## src/rtl/pwm_breather.sv

```systemverilog
`timescale 1ns/1ps
// ============================================================================
// pwm_breather
// ----------------------------------------------------------------------------
// Multi-channel PWM engine driven by an autonomous brightness sequencer.
// A prescaler produces step ticks. On each tick the sequencer moves a shared
// brightness level in one of three patterns: static, triangle ("breathe") or
// sawtooth. A free-running PWM counter compares that level against a
// per-channel phase-shifted count. This staggers the channel edges so they
// never switch together.
//
// Ports:
//   ICE_CLK       in   system clock
//   RST_N         in   synchronous active-low reset
//   enable        in   1 = sequencer steps, 0 = level frozen (PWM still runs)
//   mode          in   00 static, 01 triangle, 10 sawtooth, 11 static
//   step_div      in   level steps once every step_div+1 clocks
//   static_level  in   level used while in static mode
//   pwm_out       out  registered PWM outputs, one per channel
//   level         out  current sequencer level
//   dir_down      out  triangle direction (0 = rising, 1 = falling)
//   period_start  out  one-cycle pulse while the PWM counter is 0
// ============================================================================
module pwm_breather #(
    parameter int                     CHANNELS  = 4,
    parameter int                     PWM_WIDTH = 8,
    parameter int                     DIV_WIDTH = 16,
    parameter logic [CHANNELS-1:0]    INVERT    = '0
) (
    input  logic                      ICE_CLK,
    input  logic                      RST_N,
    input  logic                      enable,
    input  logic [1:0]                mode,
    input  logic [DIV_WIDTH-1:0]      step_div,
    input  logic [PWM_WIDTH-1:0]      static_level,
    output logic [CHANNELS-1:0]       pwm_out,
    output logic [PWM_WIDTH-1:0]      level,
    output logic                      dir_down,
    output logic                      period_start
);

    typedef enum logic [1:0] {
        MODE_STATIC     = 2'b00,
        MODE_TRIANGLE   = 2'b01,
        MODE_SAWTOOTH   = 2'b10,
        MODE_STATIC_ALT = 2'b11
    } mode_e;

    localparam logic [PWM_WIDTH-1:0] LEVEL_MAX = '1;
    localparam logic [PWM_WIDTH-1:0] LEVEL_ONE = PWM_WIDTH'(1);

    mode_e                  modeSel;
    logic                   stepTick;
    logic                   pwmWrap;

    logic [DIV_WIDTH-1:0]   divCnt_q,       divCnt_d;
    logic [PWM_WIDTH-1:0]   level_q,        level_d;
    logic                   dirDown_q,      dirDown_d;
    logic [PWM_WIDTH-1:0]   pwmCnt_q,       pwmCnt_d;
    logic [PWM_WIDTH-1:0]   activeLevel_q,  activeLevel_d;
    logic                   periodStart_q,  periodStart_d;
    logic [CHANNELS-1:0]    pwmOut_q,       pwmOut_d;

    assign modeSel = mode_e'(mode);

    // Prescaler: counts while enabled and ticks when it reaches step_div.
    // The compare is an exact equality. If step_div is lowered below the
    // current count, the counter runs on through its natural wrap before it
    // matches again.
    always_comb begin
        stepTick = 1'b0;
        divCnt_d = '0;
        if (enable) begin
            if (divCnt_q == step_div) begin
                stepTick = 1'b1;
                divCnt_d = '0;
            end else begin
                divCnt_d = divCnt_q + 1'b1;
            end
        end
    end

    // Level sequencer. Static mode tracks static_level every cycle regardless
    // of the tick. The triangle turns around at both ends, so MAX and 0 are
    // each shown for exactly one step per sweep.
    always_comb begin
        level_d   = level_q;
        dirDown_d = dirDown_q;
        case (modeSel)
            MODE_TRIANGLE: begin
                if (stepTick) begin
                    if (!dirDown_q) begin
                        if (level_q == LEVEL_MAX) begin
                            dirDown_d = 1'b1;
                            level_d   = LEVEL_MAX - 1'b1;
                        end else begin
                            level_d   = level_q + 1'b1;
                        end
                    end else begin
                        if (level_q == '0) begin
                            dirDown_d = 1'b0;
                            level_d   = LEVEL_ONE;
                        end else begin
                            level_d   = level_q - 1'b1;
                        end
                    end
                end
            end
            MODE_SAWTOOTH: begin
                if (stepTick) begin
                    dirDown_d = 1'b0;
                    level_d   = level_q + 1'b1;
                end
            end
            default: begin
                level_d = static_level;
            end
        endcase
    end

    // PWM timebase. The compare level is latched only on the last count of a
    // period. Every period therefore uses a single level, and a level change
    // never chops a pulse in half.
    always_comb begin
        pwmWrap       = (pwmCnt_q == LEVEL_MAX);
        pwmCnt_d      = pwmCnt_q + 1'b1;
        activeLevel_d = pwmWrap ? level_q : activeLevel_q;
        periodStart_d = pwmWrap;
    end

    // Each channel compares a phase-advanced copy of the counter. The phases
    // spread the channels evenly over one period.
    for (genvar i = 0; i < CHANNELS; i++) begin : gChan
        localparam logic [PWM_WIDTH-1:0] PHASE =
            PWM_WIDTH'((i * (2 ** PWM_WIDTH)) / CHANNELS);
        logic [PWM_WIDTH-1:0] cmpVal;
        assign cmpVal      = pwmCnt_q + PHASE;
        assign pwmOut_d[i] = (cmpVal < activeLevel_q) ^ INVERT[i];
    end

    // All state is held here. Reset is synchronous and overrides every other
    // input. The outputs return to their inactive (inversion-mask) levels.
    always_ff @(posedge ICE_CLK) begin
        if (!RST_N) begin
            divCnt_q      <= '0;
            level_q       <= '0;
            dirDown_q     <= 1'b0;
            pwmCnt_q      <= '0;
            activeLevel_q <= '0;
            periodStart_q <= 1'b0;
            pwmOut_q      <= INVERT;
        end else begin
            divCnt_q      <= divCnt_d;
            level_q       <= level_d;
            dirDown_q     <= dirDown_d;
            pwmCnt_q      <= pwmCnt_d;
            activeLevel_q <= activeLevel_d;
            periodStart_q <= periodStart_d;
            pwmOut_q      <= pwmOut_d;
        end
    end

    assign pwm_out      = pwmOut_q;
    assign level        = level_q;
    assign dir_down     = dirDown_q;
    assign period_start = periodStart_q;

endmodule

```

## config.mk

```make
export PLATFORM = sky130hd
export DESIGN_NAME = pwm_breather
export DESIGN_NICKNAME = d
export VERILOG_FILES = /design/src/rtl/pwm_breather.sv
export SDC_FILE = /design/constraint.sdc
export NUM_CORES = 1
export LEC_CHECK = 0
export ABC_AREA = 1
export CORE_ASPECT_RATIO = 0.9
export CORE_UTILIZATION = 60
export CTS_CLUSTER_SIZE = 16
export DETAILED_ROUTE_END_ITERATION = 16
export PLACE_DENSITY = 0.95
export SLEW_MARGIN = 20
export SYNTH_ARGS = -nofsm -noshare
export SYNTH_HDL_FRONTEND = slang
export SYNTH_SLANG_ARGS = --single-unit
```

## constraint.sdc

```tcl
create_clock -name ICE_CLK -period 4.2 [get_ports ICE_CLK]
set_input_delay 0.63 -clock ICE_CLK [delete_from_list [all_inputs] [get_ports ICE_CLK]]
set_output_delay 0.63 -clock ICE_CLK [all_outputs]
set_load 0.02 [all_outputs]
```

==> reports/metrics.csv <==
stage,metric,value,unit
power_and_ir_drop,Logic pwr share,0.204,
yosys,"Net Count, Synth",537,
finish,Layout area overhead,17.5,%
grt,largest net degree at the start of global routing,22,
yosys,Netlist cell types,36,
finish,design area,3640,sq um
setup_path,Worst Path Buf+Inv,1,
detailed_routing,total number of vias,3171,
setup_path,Worst Path Required,3.57,ns
job,max-cap viol count,0,
hold_path,Hold WC Path Type,flip-flop to flip-flop,
placement,Post-DP Area,3550,sq um
grt,total track usage,0.289,
setup_path,Crit Reg-Reg Startpoint,level[0],
finish,Final nets,575,
setup_path,Crit path max-delay family,buffers and inverters,
detailed_routing,Routed WL,7160,um
clock_network,number of gates resized after cts,0,
sta,Fin. Hold Viols,0,
yosys,Synth Instances,489,
clock_network,Post-CTS Setup Bufs,0,
hold_path,HP Start,activeLevel_q[0],
floorplanning,row cnt,24,
clock_network,clock buffer depth,2,
clock_network,Num CTS Buffers,5,
grt,initial antenna violation count,0,
setup_path,crit path DAT,1.64,ns
yosys,Synth Area per Inst,6.34,sq um
sta,Tightest Pin Transition,0.657,ns
sta,FMAX,441,MHz
floorplanning,Core ar.,4890,sq um
finish,diodes inserted,0,
placement,placer congestion estimate,0.989,
setup_path,"slowest stage cell, crit path",clkdlybuf4s50_1,
finish,final core occ,0.744,
clock_network,TritonCTS clock tree,done,
clock_network,CTS Root Cell,clkbuf_8,
finish,"commonest non-fill, non-tap cell in the layout",nand2_1,
detailed_routing,wire length per cell,12.1,um
yosys,fraction of registers with async set/reset,0,
power_and_ir_drop,P_int,0.671,mW
power_and_ir_drop,Flop pwr share,0.490,
setup_path,Crit path depth,1,
yosys,synthesis-stage register bit count,46,
setup_path,Setup crit end,level[2],
setup_path,Setup crit end kind,output pin,
clock_network,H-tree lvl count,2,
setup_path,Crit Path Max Fanout,11,
floorplanning,starting density of the core,0.633,
power_and_ir_drop,Max rail drop VDD,0.000171,V
clock_network,Skew-Pair Late Insertion Delay,0.31,ns
sta,Worst slew margin,0.561,
detailed_routing,post-route ant nets,0,
floorplanning,Die Footprint,5460,sq um
sta,Final Critical Period,2.27,ns
sta,"Period Utilization, post-route",0.540,
clock_network,CTS Hold Bufs,0,
yosys,Syn Std Cell Area,3100,sq um
detailed_routing,DR vias/cell,5.35,
grt,first-pass GRT wire length,12600,um
finish,share of cells above drive strength 1,0.0663,
setup_path,"setup slack, reg-to-reg",2.32,ns
power_and_ir_drop,Clock power frac,0.305,
floorplanning,I/O pin total,43,
power_and_ir_drop,Psw,0.291,mW
placement,# port buffers,42,
setup_path,Reg2Reg Depth,11,
floorplanning,overall die height,70.2,um
sta,Fin Setup TNS,0,ns
setup_path,crit path kind,flip-flop to output pin,
setup_path,crit path launch type,flip-flop,
detailed_routing,DRC,0,
grt,total grt overflow,0,
yosys,yosys warns,0,
finish,"commonest cells after routing, fill and taps aside","nand2_1 (137), nor2_1 (69), inv_1 (58), dfxtp_1 (46), clkdlybuf4s50_1 (42)",
sta,Pins Over Slew Limit,0,
finish,final cell count without fillers,593,
power_and_ir_drop,leakage,1.62,nW
finish,FILL cells,400,
sta,setup violators final,0,
detailed_routing,1st-iter DRT viols,161,
placement,placed cells,585,
setup_path,max incr delay on CP,0.70,ns
power_and_ir_drop,sw frac,0.303,
clock_network,CTS Sinks,46,
setup_path,CP startpoint,level[2],
clock_network,"CTS clk-pin slew, worst paths",0.09,ns
placement,HPWL Detailed,5440,um
grt,vias in the first global route,2947,
setup_path,reg-to-reg endpoint,level[3],
sta,skew final,0.00750,ns
power_and_ir_drop,pwr/cell area,264,nW/um^2
yosys,"EDFF count, synth",0,
yosys,Post-synth top flop,dfxtp_1,
sta,WHS,0.462,ns
floorplanning,Die Span X,77.7,um
outcome,outcome,"finished, final reports clean",
setup_path,critical path cell sequence,clkdlybuf4s50_1,
yosys,sequential area share after synthesis,0.297,
detailed_routing,Detailed Routing Iterations Pass 1,5,
sta,RSZ-0062 raised after global routing,false,
==> how the worst min path moves through the flow <==
stage / end / depth (start not counted)
final: activeLevel_q[0] / 2
after global routing: activeLevel_q[0] / 2
after CTS: activeLevel_q[0] / 2
after detailed placement: activeLevel_q[0] / 2
after global placement: activeLevel_q[0] / 2
after floorplan: pwmCnt_q[0] / 1
==> per-stage QoR <==
stage,worst slack (ns),total power [mW]
after floorplan,2.51,0.602
after CTS,1.96,0.963
final,1.93,0.962
after detailed placement,1.83,0.675
after global routing,1.89,1.01
after global placement,1.91,0.668
==> power by group through the flow <==
stage | registers [mW] | logic [mW] | clock network [mW]
after floorplan | 0.479 | 0.122 | 0
after global placement | 0.481 | 0.187 | 0
after detailed placement | 0.481 | 0.194 | 0
after CTS | 0.471 | 0.195 | 0.297
after global routing | 0.474 | 0.221 | 0.313
final | 0.472 | 0.197 | 0.294
==> logic make-up (layout without fill, tap and decap cells) <==
family / count (synthesis) / count (layout) / synth area share
XOR/XNOR: 9 / 9 / 0.0254
adder cells (fa/ha/maj): 19 / 19 / 0.0767
AO/OA/AOI/OAI: 55 / 55 / 0.107
buffers and inverters: 84 / 123 / 0.106
AND/OR/NAND/NOR: 276 / 276 / 0.388
flip-flops: 46 / 46 / 0.297
==> sequential cells by signal (all words and copies together), names as in the netlist <==
name / flops
pwmCnt_q: 8
dir_down: 1
period_start: 1
pwm_out: 4
divCnt_q: 16
level: 8
activeLevel_q: 8
==> synth_stat cells, types with 2 or more instances <==
cell | instances | area, sq um
a21o_1 | 3 | 22.5
a21oi_1 | 17 | 85.1
a221oi_1 | 2 | 17.5
a31oi_1 | 4 | 25.0
buf_2 | 4 | 20.0
buf_4 | 2 | 15.0
clkbuf_1 | 5 | 18.8
clkinv_1 | 4 | 15.0
dfxtp_1 | 46 | 921
ha_1 | 19 | 238
inv_1 | 58 | 218
inv_2 | 11 | 41.3
nand2_1 | 137 | 514
nand3_1 | 33 | 165
nand3b_1 | 2 | 15.0
nand4_1 | 6 | 37.5
nor2_1 | 69 | 259
nor2_2 | 3 | 18.8
nor3_1 | 9 | 45.0
nor3_2 | 3 | 30.0
nor3b_1 | 4 | 30.0
o211ai_1 | 2 | 15.0
o21ai_0 | 18 | 90.1
o21ai_1 | 2 | 10.0
o21bai_1 | 4 | 30.0
or2_2 | 5 | 31.3
xor2_1 | 8 | 70.1
==> metal layers <==
layer  global-route usage  vias up  part of all wire
li1                     -     1620                 -
met1                0.358     1424              0.44
met2                0.500      113              0.48
met3               0.0510       14             0.066
met4                0.101        0             0.016
met5                    0        -                 0
==> final cells by class <==
| type | instances | area (sq um) | area share |
|---|---|---|---|
| multi-input cells | 359 | 1850 | 0.508 |
| flip-flops and latches | 46 | 921 | 0.253 |
| well taps | 65 | 81.3 | 0.0223 |
| inverters | 73 | 274 | 0.0753 |
| clock inverters | 1 | 8.76 | 0.00241 |
| clock buffers | 7 | 86.3 | 0.0237 |
| repair buffers | 42 | 420 | 0.115 |
Power figures use the tool's default switching activity.
